==> config.mk <==
export PLATFORM = sky130hd
export DESIGN_NAME = snn_inference_sequencer
export DESIGN_NICKNAME = d
export VERILOG_FILES = /design/src/rtl/snn_inference_sequencer.sv
export SDC_FILE = /design/constraint.sdc
export NUM_CORES = 1
export LEC_CHECK = 0
export CORE_ASPECT_RATIO = 0.5
export CORE_MARGIN = 4
export CORE_UTILIZATION = 38
export DETAILED_ROUTE_END_ITERATION = 10
export PLACE_DENSITY = 0.73
export SYNTH_ARGS = -nofsm -noshare
export SYNTH_HDL_FRONTEND = slang
export SYNTH_SLANG_ARGS = --single-unit
==> constraint.sdc <==
create_clock -name clk -period 2.1 [get_ports clk]
set_input_delay 0.21 -clock clk [delete_from_list [all_inputs] [get_ports clk]]
set_output_delay 0.21 -clock clk [all_outputs]
set_load 0.005 [all_outputs]
==> src/rtl/snn_inference_sequencer.sv <==
// Runs one inference of the two-layer spiking network. It latches the image, clears the
// network, issues NUM_STEPS pulses, counts the class spikes and reports the winning class.
module snn_inference_sequencer #(
    parameter int NUM_STEPS  = 16,
    parameter int STEP_CYC   = 4,
    parameter int SAMPLE_DLY = 1,
    parameter int CNT_W      = 8
) (
    input  logic             clk,
    input  logic             reset,
    input  logic             start,
    input  logic [24:0]      pixels_in,
    input  logic [1:0]       spk_in,
    output logic [24:0]      pixel_out,
    output logic             pulse,
    output logic             net_clear,
    output logic             busy,
    output logic             done,
    output logic             class_out,
    output logic             tie,
    output logic [CNT_W-1:0] count0,
    output logic [CNT_W-1:0] count1
);

    localparam int C_W = $clog2(STEP_CYC);

    typedef enum logic [2:0] {IDLE, CLEAR, STEP, DECIDE, DONE} state_t;

    state_t           state_reg;
    logic [C_W-1:0]   cyc_reg;
    logic [7:0]       step_reg;
    logic [CNT_W-1:0] cnt_reg [2];

    logic accept;
    logic sample_en;
    logic last_cyc;
    logic last_step;

    assign accept    = (state_reg == IDLE) && start;
    assign sample_en = (state_reg == STEP) && (cyc_reg == C_W'(SAMPLE_DLY));
    assign last_cyc  = (cyc_reg == C_W'(STEP_CYC - 1));
    assign last_step = (step_reg == 8'(NUM_STEPS - 1));

    // The pulse register is loaded on the edge before each c = 0 cycle, so the strobe
    // lines up with the first cycle of every timestep.
    always_ff @(posedge clk) begin
        if (!reset) begin
            state_reg <= IDLE;
            cyc_reg   <= '0;
            step_reg  <= '0;
            pixel_out <= '0;
            pulse     <= 1'b0;
            net_clear <= 1'b0;
            busy      <= 1'b0;
            done      <= 1'b0;
            class_out <= 1'b0;
            tie       <= 1'b0;
        end else begin
            pulse     <= 1'b0;
            net_clear <= 1'b0;
            done      <= 1'b0;
            case (state_reg)
                IDLE: begin
                    if (start) begin
                        pixel_out <= pixels_in;
                        busy      <= 1'b1;
                        net_clear <= 1'b1;
                        cyc_reg   <= '0;
                        step_reg  <= '0;
                        state_reg <= CLEAR;
                    end
                end
                CLEAR: begin
                    pulse     <= 1'b1;
                    cyc_reg   <= '0;
                    step_reg  <= '0;
                    state_reg <= STEP;
                end
                STEP: begin
                    if (last_cyc) begin
                        cyc_reg <= '0;
                        if (last_step) begin
                            state_reg <= DECIDE;
                        end else begin
                            step_reg <= step_reg + 8'd1;
                            pulse    <= 1'b1;
                        end
                    end else begin
                        cyc_reg <= cyc_reg + C_W'(1);
                    end
                end
                DECIDE: begin
                    class_out <= (cnt_reg[1] > cnt_reg[0]);
                    tie       <= (cnt_reg[1] == cnt_reg[0]);
                    done      <= 1'b1;
                    state_reg <= DONE;
                end
                DONE: begin
                    busy      <= 1'b0;
                    state_reg <= IDLE;
                end
                default: state_reg <= IDLE;
            endcase
        end
    end

    // One saturating spike counter per class; the counters stick at all-ones instead of wrapping.
    generate
        for (genvar gi = 0; gi < 2; gi++) begin : g_cnt
            always_ff @(posedge clk) begin
                if (!reset) begin
                    cnt_reg[gi] <= '0;
                end else if (accept) begin
                    cnt_reg[gi] <= '0;
                end else if (sample_en && spk_in[gi] && (cnt_reg[gi] != {CNT_W{1'b1}})) begin
                    cnt_reg[gi] <= cnt_reg[gi] + CNT_W'(1);
                end
            end
        end
    endgenerate

    assign count0 = cnt_reg[0];
    assign count1 = cnt_reg[1];

endmodule

==> flow_metrics.env <==
export IMPL_n_antenna_cell=0
export IMPL_yosys_warnings=0
export IMPL_finalMaxSlewViolations=0
export IMPL_synthesis_nets=305
export IMPL_worstPathCellList="ha_1, nand3_1, nor3_2, a31o_2, nand2_1"
export IMPL_die_height_um=67.9
export IMPL_die_width_um=128
export IMPL_rsz0062_at_grt="false"
export IMPL_clkPwrFrac_pct=45.1
export IMPL_num_rows=21
export IMPL_synthCells=262
export IMPL_htreeDepth=3
export IMPL_crit_arrival_ps=1880
export IMPL_hold_class="register to register"
export IMPL_pin_count=77
export IMPL_fin_tns_setup_ps=0
export IMPL_grt_pass1_wl_um=10600
export IMPL_hold_violations=0
export IMPL_max_stage_delay_ps=470
export IMPL_power_density_nw_per_um2=797
export IMPL_final_net_count=387
export IMPL_synth_edf_count=16
export IMPL_initialDrtViolationCount=123
export IMPL_clock_latency_ps=320
export IMPL_drc=0
export IMPL_drv_cap=0
export IMPL_seq_area_frac_synth_pct=49.9
export IMPL_clkSinkCount=60
export IMPL_cts_tree="yes"
export IMPL_path_class="register to register"
export IMPL_cp_end_kind="register"
export IMPL_synth_distinct_cells=51
export IMPL_coreArea_um2=6830
export IMPL_cp_max_fo=8
export IMPL_worst_slack_ps=214
export IMPL_slew_headroom_pct=73.5
export IMPL_cts_reportedPaths_clkPinSlew_ps=50
export IMPL_cts_made_buffers=9
export IMPL_cts_hold_buf=0
export IMPL_initial_utilization_pct=39.9
export IMPL_place_congestion=0.837
export IMPL_synthArstFlopShare_pct=0
export IMPL_required_ps=2090
export IMPL_pre_cts_ws_ps=102
export IMPL_root_buffer="clkbuf_16"
export IMPL_setup_viol=0
export IMPL_syn_avg_cell_area_um2=10.4
export IMPL_p_int_w=0.00239
export IMPL_status="finished clean"
export IMPL_grt_use_total_pct=15.6
export IMPL_pwr_share_comb_pct=12.3
export IMPL_cts_setup_buffers=0
export IMPL_port_buffers=76
export IMPL_startpoint_type="register"
export IMPL_cp_slowest_cell="edfxtp_1"
export IMPL_p_sw_share_pct=22.4
export IMPL_vias=2229
export IMPL_min_period_ps=1890
export IMPL_grt_pass1_vias=2256
export IMPL_cts_buffer_depth=2
export IMPL_wl_um=6340
export IMPL_synth_cell_area_um2=2730
export IMPL_p_seq_share_pct=42.6
export IMPL_ys_seq_elements=60
export IMPL_hpwl_um=4680
export IMPL_vias_per_cell=5.05
export IMPL_power_switching_w=0.000691
export IMPL_overflow=0
export IMPL_fin_skew_ps=4.53
export IMPL_syn_to_final_growth_pct=41.9
export IMPL_synthFlopType="dfxtp_1"
export IMPL_die_area_um2=8680
export IMPL_vdd_ir_drop_worst_mv=0.331
export IMPL_wire_per_inst_um=14.4
export IMPL_min_period_over_period_pct=89.8
export IMPL_grt_start_max_net_pins=27
export IMPL_tightest_slew_ps=391
export IMPL_firstDrtPassIters=4
export IMPL_drtAntennaViolNets=0
export IMPL_cts_resized=0
export IMPL_clock_fmax_mhz=530
export IMPL_final_fill_count=596
export IMPL_antenna_found_initial=0
export IMPL_drive_above_1_share_pct=9.46
export IMPL_largest_reg_flops=25
export IMPL_p_leak_nw=1.44
-- power by group through the flow --
stage          sequential, W  clock, W  combinational, W
5_1_grt              0.00132   0.00148          0.000416
3_3_place_gp         0.00133         0          0.000372
4_1_cts              0.00131   0.00143          0.000382
3_5_place_dp         0.00134         0          0.000380
6_report             0.00131   0.00139          0.000378
2_1_floorplan        0.00133         0          0.000161
-- kinds of logic after synthesis --
kind of cell	after synthesis	share of synthesized area [%]
buffers and inverters	24	4.31
and+or+nand+nor	89	16.8
AOI/OAI and AO/OA	64	19.1
xor gates and xnor gates	12	3.85
DFF	60	49.9
adders and majority gates	13	5.97
-- Yosys cell counts, types with 2 or more instances --
master | instances | share of area (%)
nor2b_1 | 2 | 0.46
a22o_1 | 25 | 8.0
and2_1 | 2 | 0.46
nand2b_1 | 4 | 0.92
a211oi_1 | 4 | 1.1
a31o_2 | 2 | 0.64
and3_1 | 2 | 0.46
buf_2 | 7 | 1.3
nand2_1 | 18 | 2.5
or3_1 | 4 | 0.92
o21a_1 | 2 | 0.55
inv_1 | 13 | 1.8
nor3_1 | 6 | 1.1
and3_2 | 2 | 0.55
o211ai_1 | 4 | 1.1
buf_6 | 2 | 0.83
nor2_2 | 2 | 0.46
o31ai_1 | 2 | 0.55
a21oi_1 | 11 | 2.0
o21ai_0 | 2 | 0.37
xor2_1 | 4 | 1.3
ha_1 | 13 | 6.0
and4_1 | 2 | 0.64
edfxtp_1 | 16 | 18
xnor2_1 | 8 | 2.6
dfxtp_1 | 44 | 32
nand3_1 | 12 | 2.2
nor2_1 | 24 | 3.3
-- per-layer routing --
layer / GRT usage [%] / vias to the layer above / share of wire, % / wire length, um
met5: 0 / - / 0 / 0
met4: 6.75 / 0 / 0.60 / 38
met3: 4.99 / 4 / 4.8 / 307
met2: 24.4 / 52 / 47 / 2990
met1: 20.1 / 1045 / 47 / 3000
li1: - / 1128 / - / -
-- layout make-up --
| class | count | area (um^2) | share of cell area, % |
|---|---|---|---|
| sequential | 60 | 1360 | 35.2 |
| timing repair buffer | 82 | 806 | 20.8 |
| inverter | 13 | 48.8 | 1.26 |
| clock buffer | 11 | 233 | 6.02 |
| tap | 92 | 115 | 2.98 |
| clock inverter | 5 | 52.6 | 1.36 |
| multi-input combinational | 178 | 1250 | 32.4 |
-- cell usage in the layout (no fill, tap or decap), drive strengths merged, types with 2 or more instances in the layout --
cell	n
a211oi	4
nand3	12
dfxtp	44
o21ai	3
or3	5
inv	13
nor3	6
a21oi	12
nand2b	4
clkbuf	11
clkdlybuf4s50	76
ha	13
o31ai	3
o21a	2
a22o	25
clkinv	3
nor2	26
and4	2
nor2b	2
xor2	4
edfxtp	16
a31o	2
nand2	18
buf	6
xnor2	8
o211ai	4
and3	4
and2	2
-- critical path, delay by kind of cell (launching register included) --
kind	cells	cell delay, ps
flops	1	470
simple gates	3	500
compound gates	1	310
fa+ha+maj	1	280
-- metrics by stage --
stage	utilization (%)	std cells	hold WS, ps	instance area (um^2)	total power [W]
2_1_floorplan	-	262	335	2730	0.00149
3_3_place_gp	52.4	425	450	3580	0.00170
3_5_place_dp	52.4	425	465	3580	0.00172
4_1_cts	56.6	441	459	3860	0.00312
5_1_grt	56.6	441	472	3870	0.00322
6_report	56.6	441	474	3870	0.00308
-- path summary, 6_finish.rpt --
| kind | start | to | slack [ps] | cells past startpoint |
|---|---|---|---|---|
| max reg2reg | cnt_reg[0][0] | cnt_reg[0][3] | 210 | 5 |
| min reg2reg | pixel_out[15] | pixel_out[15] | 470 | 1 |
| min | pixel_out[15] | pixel_out[15] | 470 | 1 |
| max | cnt_reg[0][0] | cnt_reg[0][3] | 210 | 5 |
No activity file was read; power rests on OpenSTA's default activity.
